**src/rtl/mem_xfer_ctrl.sv**
```systemverilog
// rtl/mem_xfer_ctrl.sv - block-transfer sequencer between the 2048x16 SRAM and the 32-entry register file
//
// Purpose: accepts one load (SRAM->RF) or store (RF->SRAM) command over a
// start/busy/done handshake and drives every datapath control, one word per
// cycle, followed by a bus turnaround cycle and a one-cycle done pulse.
//
// Ports:
//   clk, nRst           clock, synchronous active-low reset
//   start, cmdStore     command strobe (accepted only when idle), 1 = store
//   cmdSramAdrx         first SRAM word address
//   cmdRegIdx           first register index (binary)
//   cmdCount            words to move, clamped to 32
//   abort               ends the active command after the current word
//   busy, done          handshake status; done is a one-cycle pulse
//   wordsMoved          words moved by the last command
//   sramAdrx            SRAM address
//   sramNotOutEn        SRAM output enable, active low
//   sramRead            1 = read/idle, 0 = SRAM writes the bus at the edge
//   rfWriteAdrx         one-hot RF write address
//   rfRdAdrx1           one-hot RF read port 1 address (unused, tied to 0)
//   rfRdAdrx0           one-hot RF read port 0 address
//   rfWriteEn           RF write enable
//   dataMuxSel          bus driver select: 3 = rdRF0, 2 = rdRF1, 0 = Z
//
// Optional feature macro: MEM_XFER_VERIFY_EN
//   Adds a VERIFY pass after each store that re-reads the stored range and
//   compares the bus with rdRF0 (inputs busData, rfRd0Data), flagging any
//   mismatch on output verifyErr.
module mem_xfer_ctrl #(
  parameter int SRAM_AW = 11,
  parameter int NREG    = 32,
  parameter int RIDX_W  = 5
) (
  input  logic               clk,
  input  logic               nRst,
  input  logic               start,
  input  logic               cmdStore,
  input  logic [SRAM_AW-1:0] cmdSramAdrx,
  input  logic [RIDX_W-1:0]  cmdRegIdx,
  input  logic [5:0]         cmdCount,
  input  logic               abort,
`ifdef MEM_XFER_VERIFY_EN
  input  logic [15:0]        busData,
  input  logic [15:0]        rfRd0Data,
  output logic               verifyErr,
`endif
  output logic               busy,
  output logic               done,
  output logic [5:0]         wordsMoved,
  output logic [SRAM_AW-1:0] sramAdrx,
  output logic               sramNotOutEn,
  output logic               sramRead,
  output logic [NREG-1:0]    rfWriteAdrx,
  output logic [NREG-1:0]    rfRdAdrx1,
  output logic [NREG-1:0]    rfRdAdrx0,
  output logic               rfWriteEn,
  output logic [1:0]         dataMuxSel
);

  typedef enum logic [2:0] {
    S_IDLE, S_LOAD, S_STORE, S_TURN, S_DONE
`ifdef MEM_XFER_VERIFY_EN
    , S_VERIFY
`endif
  } state_t;

  state_t             state;
  logic [SRAM_AW-1:0] adrx;      // address of the next word to issue
  logic [RIDX_W-1:0]  idx;       // register index of the next word to issue
  logic [5:0]         lim;
  logic [5:0]         counter;
  logic [5:0]         clamped;
  logic               xfer_end;

  logic               iss_go;
  logic               iss_store;
  logic [SRAM_AW-1:0] iss_adrx;
  logic [RIDX_W-1:0]  iss_idx;

`ifdef MEM_XFER_VERIFY_EN
  logic [SRAM_AW-1:0] start_adrx;
  logic [RIDX_W-1:0]  start_idx;
  logic [5:0]         vcnt;
`endif

  function automatic logic [NREG-1:0] onehot(input logic [RIDX_W-1:0] i);
    logic [NREG-1:0] v;
    v    = '0;
    v[i] = 1'b1;
    return v;
  endfunction

  assign clamped   = (cmdCount > 6'd32) ? 6'd32 : cmdCount;
  // The word in flight this cycle is the last one, or we were told to stop.
  assign xfer_end  = ((counter + 6'd1) == lim) || abort;
  assign rfRdAdrx1 = '0;

  // Selects which word (if any) the registered datapath controls present next
  // cycle: the first word on acceptance, or the following word mid-transfer.
  always_comb begin
    iss_go    = 1'b0;
    iss_store = cmdStore;
    iss_adrx  = cmdSramAdrx;
    iss_idx   = cmdRegIdx;
    case (state)
      S_IDLE: iss_go = start && (clamped != 6'd0);
      S_LOAD, S_STORE: begin
        iss_go    = !xfer_end;
        iss_store = (state == S_STORE);
        iss_adrx  = adrx;
        iss_idx   = idx;
      end
      default: ;
    endcase
  end

  always_ff @(posedge clk) begin
    if (!nRst) begin
      state        <= S_IDLE;
      adrx         <= '0;
      idx          <= '0;
      lim          <= '0;
      counter      <= '0;
      busy         <= 1'b0;
      done         <= 1'b0;
      wordsMoved   <= '0;
      sramAdrx     <= '0;
      sramNotOutEn <= 1'b1;
      sramRead     <= 1'b1;
      rfWriteAdrx  <= '0;
      rfRdAdrx0    <= '0;
      rfWriteEn    <= 1'b0;
      dataMuxSel   <= 2'd0;
`ifdef MEM_XFER_VERIFY_EN
      start_adrx   <= '0;
      start_idx    <= '0;
      vcnt         <= '0;
      verifyErr    <= 1'b0;
`endif
    end else begin
      // Datapath controls fall back to idle unless a word is issued below,
      // which also gives the turnaround cycle its released bus.
      done         <= 1'b0;
      sramAdrx     <= '0;
      sramNotOutEn <= 1'b1;
      sramRead     <= 1'b1;
      rfWriteAdrx  <= '0;
      rfRdAdrx0    <= '0;
      rfWriteEn    <= 1'b0;
      dataMuxSel   <= 2'd0;

      case (state)
        S_IDLE: begin
          if (start) begin
            lim        <= clamped;
            counter    <= '0;
            wordsMoved <= '0;
            busy       <= 1'b1;
`ifdef MEM_XFER_VERIFY_EN
            start_adrx <= cmdSramAdrx;
            start_idx  <= cmdRegIdx;
            verifyErr  <= 1'b0;
`endif
            if (clamped == 6'd0) begin
              state <= S_DONE;
              done  <= 1'b1;
            end else begin
              state <= cmdStore ? S_STORE : S_LOAD;
            end
          end
        end
        S_LOAD, S_STORE: begin
          counter <= counter + 6'd1;
          if (xfer_end) begin
`ifdef MEM_XFER_VERIFY_EN
            if (state == S_STORE) begin
              state        <= S_VERIFY;
              vcnt         <= '0;
              sramAdrx     <= start_adrx;
              sramNotOutEn <= 1'b0;
              rfRdAdrx0    <= onehot(start_idx);
              adrx         <= start_adrx + SRAM_AW'(1);
              idx          <= start_idx + RIDX_W'(1);
            end else
`endif
            state <= S_TURN;
          end
        end
`ifdef MEM_XFER_VERIFY_EN
        S_VERIFY: begin
          if (busData != rfRd0Data) verifyErr <= 1'b1;
          vcnt <= vcnt + 6'd1;
          if ((vcnt + 6'd1) == counter) begin
            state <= S_TURN;
          end else begin
            sramAdrx     <= adrx;
            sramNotOutEn <= 1'b0;
            rfRdAdrx0    <= onehot(idx);
            adrx         <= adrx + SRAM_AW'(1);
            idx          <= idx + RIDX_W'(1);
          end
        end
`endif
        S_TURN: begin
          state      <= S_DONE;
          done       <= 1'b1;
          wordsMoved <= counter;
        end
        S_DONE: begin
          state <= S_IDLE;
          busy  <= 1'b0;
        end
        default: state <= S_IDLE;
      endcase

      if (iss_go) begin
        sramAdrx <= iss_adrx;
        adrx     <= iss_adrx + SRAM_AW'(1);
        idx      <= iss_idx + RIDX_W'(1);
        if (iss_store) begin
          rfRdAdrx0  <= onehot(iss_idx);
          dataMuxSel <= 2'd3;
          sramRead   <= 1'b0;
        end else begin
          rfWriteAdrx  <= onehot(iss_idx);
          rfWriteEn    <= 1'b1;
          sramNotOutEn <= 1'b0;
        end
      end
    end
  end

endmodule

```
**config.mk**
```make
export PLATFORM = sky130hd
export DESIGN_NAME = mem_xfer_ctrl
export DESIGN_NICKNAME = d
export VERILOG_FILES = /design/src/rtl/mem_xfer_ctrl.sv
export SDC_FILE = /design/constraint.sdc
export NUM_CORES = 1
export LEC_CHECK = 0
export ABC_AREA = 1
export CAP_MARGIN = 10
export CORE_MARGIN = 2
export CORE_UTILIZATION = 44
export CTS_BUF_LIST = sky130_fd_sc_hd__clkbuf_8
export DETAILED_ROUTE_END_ITERATION = 10
export GPL_ROUTABILITY_DRIVEN = 0
export GPL_TIMING_DRIVEN = 0
export PLACE_DENSITY_LB_ADDON = 0.2
export SLEW_MARGIN = 20
export SYNTH_ARGS = -nofsm -noshare
export SYNTH_HDL_FRONTEND = slang
export SYNTH_SLANG_ARGS = --single-unit
export TNS_END_PERCENT = 10
```
**constraint.sdc**
```tcl
create_clock -name clk -period 2.5 [get_ports clk]
set_input_delay 0.5 -clock clk [delete_from_list [all_inputs] [get_ports clk]]
set_output_delay 0.5 -clock clk [all_outputs]
set_load 0.01 [all_outputs]
```
==> results.toml <==
[status]
status = "complete, no violations"

[timing]
final.setup.worst_slack_ps = 303
setup_skew_after_layout_ps = 10.8
timing_max_transition_violations_final = 0
max_slew.worst_pin.slew_ps = 537
finalSetupTns_ps = 0
layout_worst_path_cycle_share_pct = 87.9
finalHoldViolCount = 0
fin_hold_ws_ps = 467
max_clock_freq_mhz = 455
period_needed_ps = 2200
setup-violations-final = 0
timing.slew.headroom_pct = 64.1
grt_setup_unrepaired = "false"

[run]
max_cap_viol_count = 0

[cts]
cts_tree = "done"
cts_buffers = 17
insertion_delay_ps = 430
ctsHtreeMaxLevel = 4
hold_buffers = 0
cts_resized = 0
clock-sinks = 118
post_cts.repair.setup_buffers = 0
clock_tree_buf_depth = 2
cts-root-buf = "sky130_fd_sc_hd__clkbuf_8"
clk_pin_slew_ps = 70

[synth]
syn-cell-area_um2 = 4880
ys.flop_type = "sky130_fd_sc_hd__dfxtp_1"
yosys_warnings = 0
mapped_cells = 618
postSynth.asyncResetShare_pct = 0
synth-edff-count = 0
synth_seq_cells = 118
synthesis.area_per_instance_um2 = 7.90
yosys.cell_types.count = 32
synth-seq-area-share_pct = 48.4

[global_route]
grt_pass1_wl_mm = 18.3
globalRouteOverflowTotal = 0
busiest_layer = "met2"
global_route_track_usage_on_met3_pct = 5.10
global_route.usage.total_pct = 19.9
vias_in_the_first_global_route = 3876
global_route.usage.met1_pct = 23.7
grt_max_degree = 17
antenna_found_initial = 0
gr-usage-met2_pct = 34.4

[min_path]
min_path_type = "reg2reg"

[drt]
avgRoutedWirePerCell_um = 12.3
routed_via_density = 4.64
detailroute.via_count = 4335
drt-pass1-iter-count = 4
drt-total-wl_mm = 11.5
drtIter0Drc = 152
routed_antenna_nets = 0
drt_drc_violations_left = 0

[power]
pwr_cell_area_nw_per_um2 = 1070
finalPower_mw = 7.25
power.leakage_nw = 2.83
vdd_drop_max_uv = 454

[layout]
nNetsFinal = 815
insertedDiodeCount = 0
ff_latch_area_um2 = 2360
flow.area_growth_from_synthesis_pct = 38.5
multiInputGateArea_um2 = 2020
share_of_post_route_cells_with_drive_strength_above_1_pct = 16.1
fillers = 978

[setup_path]
timing.critical_path.from_type = "flip-flop"
critical_path_required_ps = 2800
cp-end-kind = "flip-flop"
setup.worst_path.class = "reg2reg"
timing.critical_path.arrival_ps = 2490
crit_fanout = 10

[die]
die-width_um = 109
fp-row-count = 38
fp.dieH_um = 109
design.core.area_um2 = 10800
die-area_um2 = 12000
floorplan.initialDensity_pct = 45.0
ioPinCount = 147

[place]
dp_worst_setup_slack_ps = 153
numPortBuffers = 114
dp_hpwl_mm = 8.50
## through the flow
stage / instance area [µm²] / cells / util (%)
finish: 6760 / 935 / 62.4
global placement: 6310 / 903 / 58.3
CTS: 6760 / 935 / 62.4
floorplan: 5000 / 649 / -
detailed placement: 6310 / 903 / 58.3
global route: 6760 / 935 / 62.4
## power breakdown
group          leakage, nW  switching, mW  internal (mW)
Clock                0.216          0.800           1.12
Sequential           0.957          0.138           2.14
Combinational         1.66           1.96           1.09
## kinds of logic (layout without fill, tap and decap cells)
family,count (synthesis),count (layout),share of synthesized area (%)
simple gates,339,339,31.5
flops,118,118,48.4
fa+ha+maj,6,6,1.54
compound gates,49,49,5.56
other cells,1,32,0.0768
xor+xnor,2,2,0.359
buf+inv,103,249,12.6
## area by class of cell
class,instances,share of cell area (%)
clock buffers,18,3.66
flip-flops and latches,118,34.9
plain buffers,57,6.51
repair buffers,114,16.9
well taps,140,2.59
multi-input cells,428,29.9
clock inverters,14,2.96
inverters,46,2.55
## Yosys cell counts (6+ instances only)
library cell               number  area (µm²)
sky130_fd_sc_hd__ha_1           6        75.1
sky130_fd_sc_hd__nor2_4         6        67.6
sky130_fd_sc_hd__buf_6          9         101
sky130_fd_sc_hd__nor2_1       111         417
sky130_fd_sc_hd__inv_2          9        33.8
sky130_fd_sc_hd__dfxtp_1      118        2360
sky130_fd_sc_hd__nand2_1      146         548
sky130_fd_sc_hd__nand3_1       31         155
sky130_fd_sc_hd__inv_1         37         139
sky130_fd_sc_hd__buf_4         37         278
sky130_fd_sc_hd__nand2_2       15        93.8
sky130_fd_sc_hd__nand2_4        6        67.6
sky130_fd_sc_hd__nand4_1       11        68.8
sky130_fd_sc_hd__clkbuf_1       7        26.3
sky130_fd_sc_hd__a21oi_1       31         155
## path summary, 6_finish.rpt
path                                    start       endpoint  slack, ps  cells past startpoint
worst max-delay path                 state[0]         idx[4]        300                     14
worst min-delay path            wordsMoved[4]  wordsMoved[4]        470                      2
worst min register to register  wordsMoved[4]  wordsMoved[4]        470                      2
worst max register to register       state[0]         idx[4]        300                     14
## layout by cell type (no fill, tap or decap), types with 11 or more instances in the layout
cell | netlist | layout
sky130_fd_sc_hd__clkbuf_8 | 0 | 18
sky130_fd_sc_hd__conb_1 | 1 | 32
sky130_fd_sc_hd__inv_1 | 37 | 37
sky130_fd_sc_hd__buf_4 | 37 | 37
sky130_fd_sc_hd__dfxtp_1 | 118 | 118
sky130_fd_sc_hd__nand2_2 | 15 | 15
sky130_fd_sc_hd__nand2_1 | 146 | 146
sky130_fd_sc_hd__nand3_1 | 31 | 31
sky130_fd_sc_hd__clkdlybuf4s50_1 | 0 | 114
sky130_fd_sc_hd__a21oi_1 | 31 | 31
sky130_fd_sc_hd__nor2_1 | 111 | 111
sky130_fd_sc_hd__nand4_1 | 11 | 11
## layer usage
metal / routed length [µm] / vias up / part of all wire [%]
met5: 0 / - / 0
li1: - / 2207 / -
met4: 179 / 0 / 1.6
met2: 5690 / 175 / 49
met1: 4840 / 1935 / 42
met3: 828 / 18 / 7.2
## critical path, stage by stage (launching register included)
cell,delay (ps)
sky130_fd_sc_hd__dfxtp_1,380
sky130_fd_sc_hd__nand2_2,200
sky130_fd_sc_hd__nand3_4,190
sky130_fd_sc_hd__buf_6,170
sky130_fd_sc_hd__nand2_1,50
sky130_fd_sc_hd__o21ai_1,160
sky130_fd_sc_hd__ha_1,190
sky130_fd_sc_hd__buf_2,230
sky130_fd_sc_hd__inv_1,60
sky130_fd_sc_hd__nor2_1,130
sky130_fd_sc_hd__nand2_1,60
sky130_fd_sc_hd__nand2_1,50
sky130_fd_sc_hd__nand2_1,60
sky130_fd_sc_hd__nand2_1,70
sky130_fd_sc_hd__a21oi_2,50
## registers in the layout (all words and copies together) (netlist names)
register and flops:
sramRead 1, busy 1, sramAdrx 11, dataMuxSel 1, state 3, idx 5
rfRdAdrx0 32, sramNotOutEn 1, lim 6, rfWriteEn 1, counter 6, wordsMoved 6
done 1, rfWriteAdrx 32, adrx 11
Power figures use the tool's default switching activity.
==> variant, RTL diff (same settings) <==
The parameter `RIDX_W` goes from 5 to 6.
--- a/src/rtl/mem_xfer_ctrl.sv
+++ b/src/rtl/mem_xfer_ctrl.sv
@@ -30,5 +30,5 @@
   parameter int SRAM_AW = 11,
   parameter int NREG    = 32,
-  parameter int RIDX_W  = 5
+  parameter int RIDX_W  = 6
 ) (
   input  logic               clk,
Ports: changed (resized cmdRegIdx); port bits go from 147 to 148. The function was not compared with the original's and may differ.
==> variant against the original RTL <==
  * Final area increased by 0.81%
  * Synthesized area increased by 1.6%
  * Global-route usage increased by 0.69 points
  * Sequential cell count increased by 1
  * Wire length increased by 1.4%
  * Setup slack improved by 140 ps
  * Total power increased by 2.1%
  * Critical endpoint is now sramAdrx[8]
==> variant: results <==
set metrics [dict create \
    clk_path_buf_depth 2 \
    place_area_sq_mm 0.006392 \
    drt_iter0_drc 187 \
    synth_commonest_cells "162 x nand2_1, 130 x nor2_1, 119 x dfxtp_1" \
    cts_resized 0 \
    cts_max_level 4 \
    cp_max_fo 10 \
    grt_pass1_vias 4263 \
    portBuffers 114 \
    hp-class "flop to flop" \
    async_flop_share_pct 0 \
    max-slew-margin-rel_pct 65.80 \
    viasPerCell 4.606 \
    final_layout_size_suffix_gt1_share_pct 13.86 \
    yosysUniqueCellTypes 34 \
    cts_made_buffers 17 \
    cts.clk_slew.worst_paths_ps 70 \
    finalNonFillerCells 970 \
    wl_per_cell_microns 12.05 \
    final_nets 851 \
    grt-ovfl-total 0 \
    fillers 1004 \
    yosys_warnings 0 \
    grt_use_total_pct 20.61 \
    ys_seq_area_share_pct 48.03 \
    clock_skew_ps 8.890 \
    p_leak_nw 2.917 \
    synth_ff_type "dfxtp_1" \
    root_buffer "clkbuf_8" \
    dp_cells 938 \
    syn_inst 653 \
    irDropWorstVdd_v 0.0004896 \
    outcome "completed" \
    cts_setup_buffers 0 \
    cp.arrival_ps 2360 \
    antenna_found_initial 0 \
    finalSetupViolCount 0 \
    diodes 0 \
    place_hpwl_microns 8782 \
    reg.largest.list "rfRdAdrx0 (32), rfWriteAdrx (32)" \
    clock_latency_ps 430 \
    grt_max_degree 17 \
    synth_area_leaders "dfxtp_1 48%, nand2_1 12%, nor2_1 9.8%, buf_4 5.8%, inv_1 3.9%" \
    dr.pass1.iters 7 \
    grt_pass1_wl_microns 19280 \
]
## variant: report_power, final
group,internal [W],switching [W]
logic,0.00111,0.00216
clock network,0.00106,0.000757
registers,0.00217,0.000142
total,0.00434,0.00306
## variant: path summary, 6_finish.rpt
| path | startpoint | to | slack (ps) | cells after the start |
|---|---|---|---|---|
| max | counter[0] | sramAdrx[8] | 440 | 13 |
| min | wordsMoved[4] | wordsMoved[4] | 460 | 2 |
| max reg2reg | counter[0] | sramAdrx[8] | 440 | 13 |
| min reg2reg | wordsMoved[4] | wordsMoved[4] | 460 | 2 |
## variant: cells by family after synthesis
kind of cell               Yosys count  synth area share (%)
and+or+nand+nor                    365                 31.81
DFF                                119                 48.03
buffers and inverters              114                 12.46
AOI/OAI and AO/OA                   43                 5.222
adders and majority gates            6                 1.514
xor gates and xnor gates             5                0.8829
other                                1               0.07561
## variant: per-layer routing
layer	part of all wire [%]	wire length, microns	up-vias	track usage [%]
met5	0	0	-	0
met4	1.5	172	0	9.464
met3	6.7	784	17	4.586
met2	48	5619	172	35.32
met1	44	5114	1985	24.57
li1	-	-	2294	-
## variant: worst max-delay path, stage by stage (launching register included)
cell	delay, ps
dfxtp_1	460
ha_1	260
nand3_1	100
nand2_1	120
nand2_1	60
nand2_1	60
nand2_1	50
nor2_1	80
nand3_1	90
nand2_2	110
nand2_4	90
nand2_2	140
buf_2	240
nor2_1	70
## variant: final cells by class
| cell class | count | area, sq um | area share, % |
|---|---|---|---|
| Buffer | 55 | 395.4 | 5.799 |
| Clock inverter | 12 | 150.1 | 2.202 |
| Timing Repair Buffer | 114 | 1141 | 16.74 |
| Tap cell | 140 | 175.2 | 2.569 |
| Sequential cell | 119 | 2382 | 34.94 |
| Multi-Input combinational cell | 451 | 2076 | 30.45 |
| Inverter | 59 | 222.7 | 3.267 |
| Clock buffer | 20 | 275.3 | 4.037 |
## variant: through the flow
step | util, % | setup slack (ps) | power (W)
4_1_cts | 62.35 | 434.5 | 0.007443
3_5_place_dp | 58.46 | 206.9 | 0.005616
5_1_grt | 62.35 | 199.4 | 0.007997
2_1_floorplan | - | 801.4 | 0.004716
3_3_place_gp | 58.46 | 252.9 | 0.005550
6_report | 62.35 | 444.7 | 0.007401
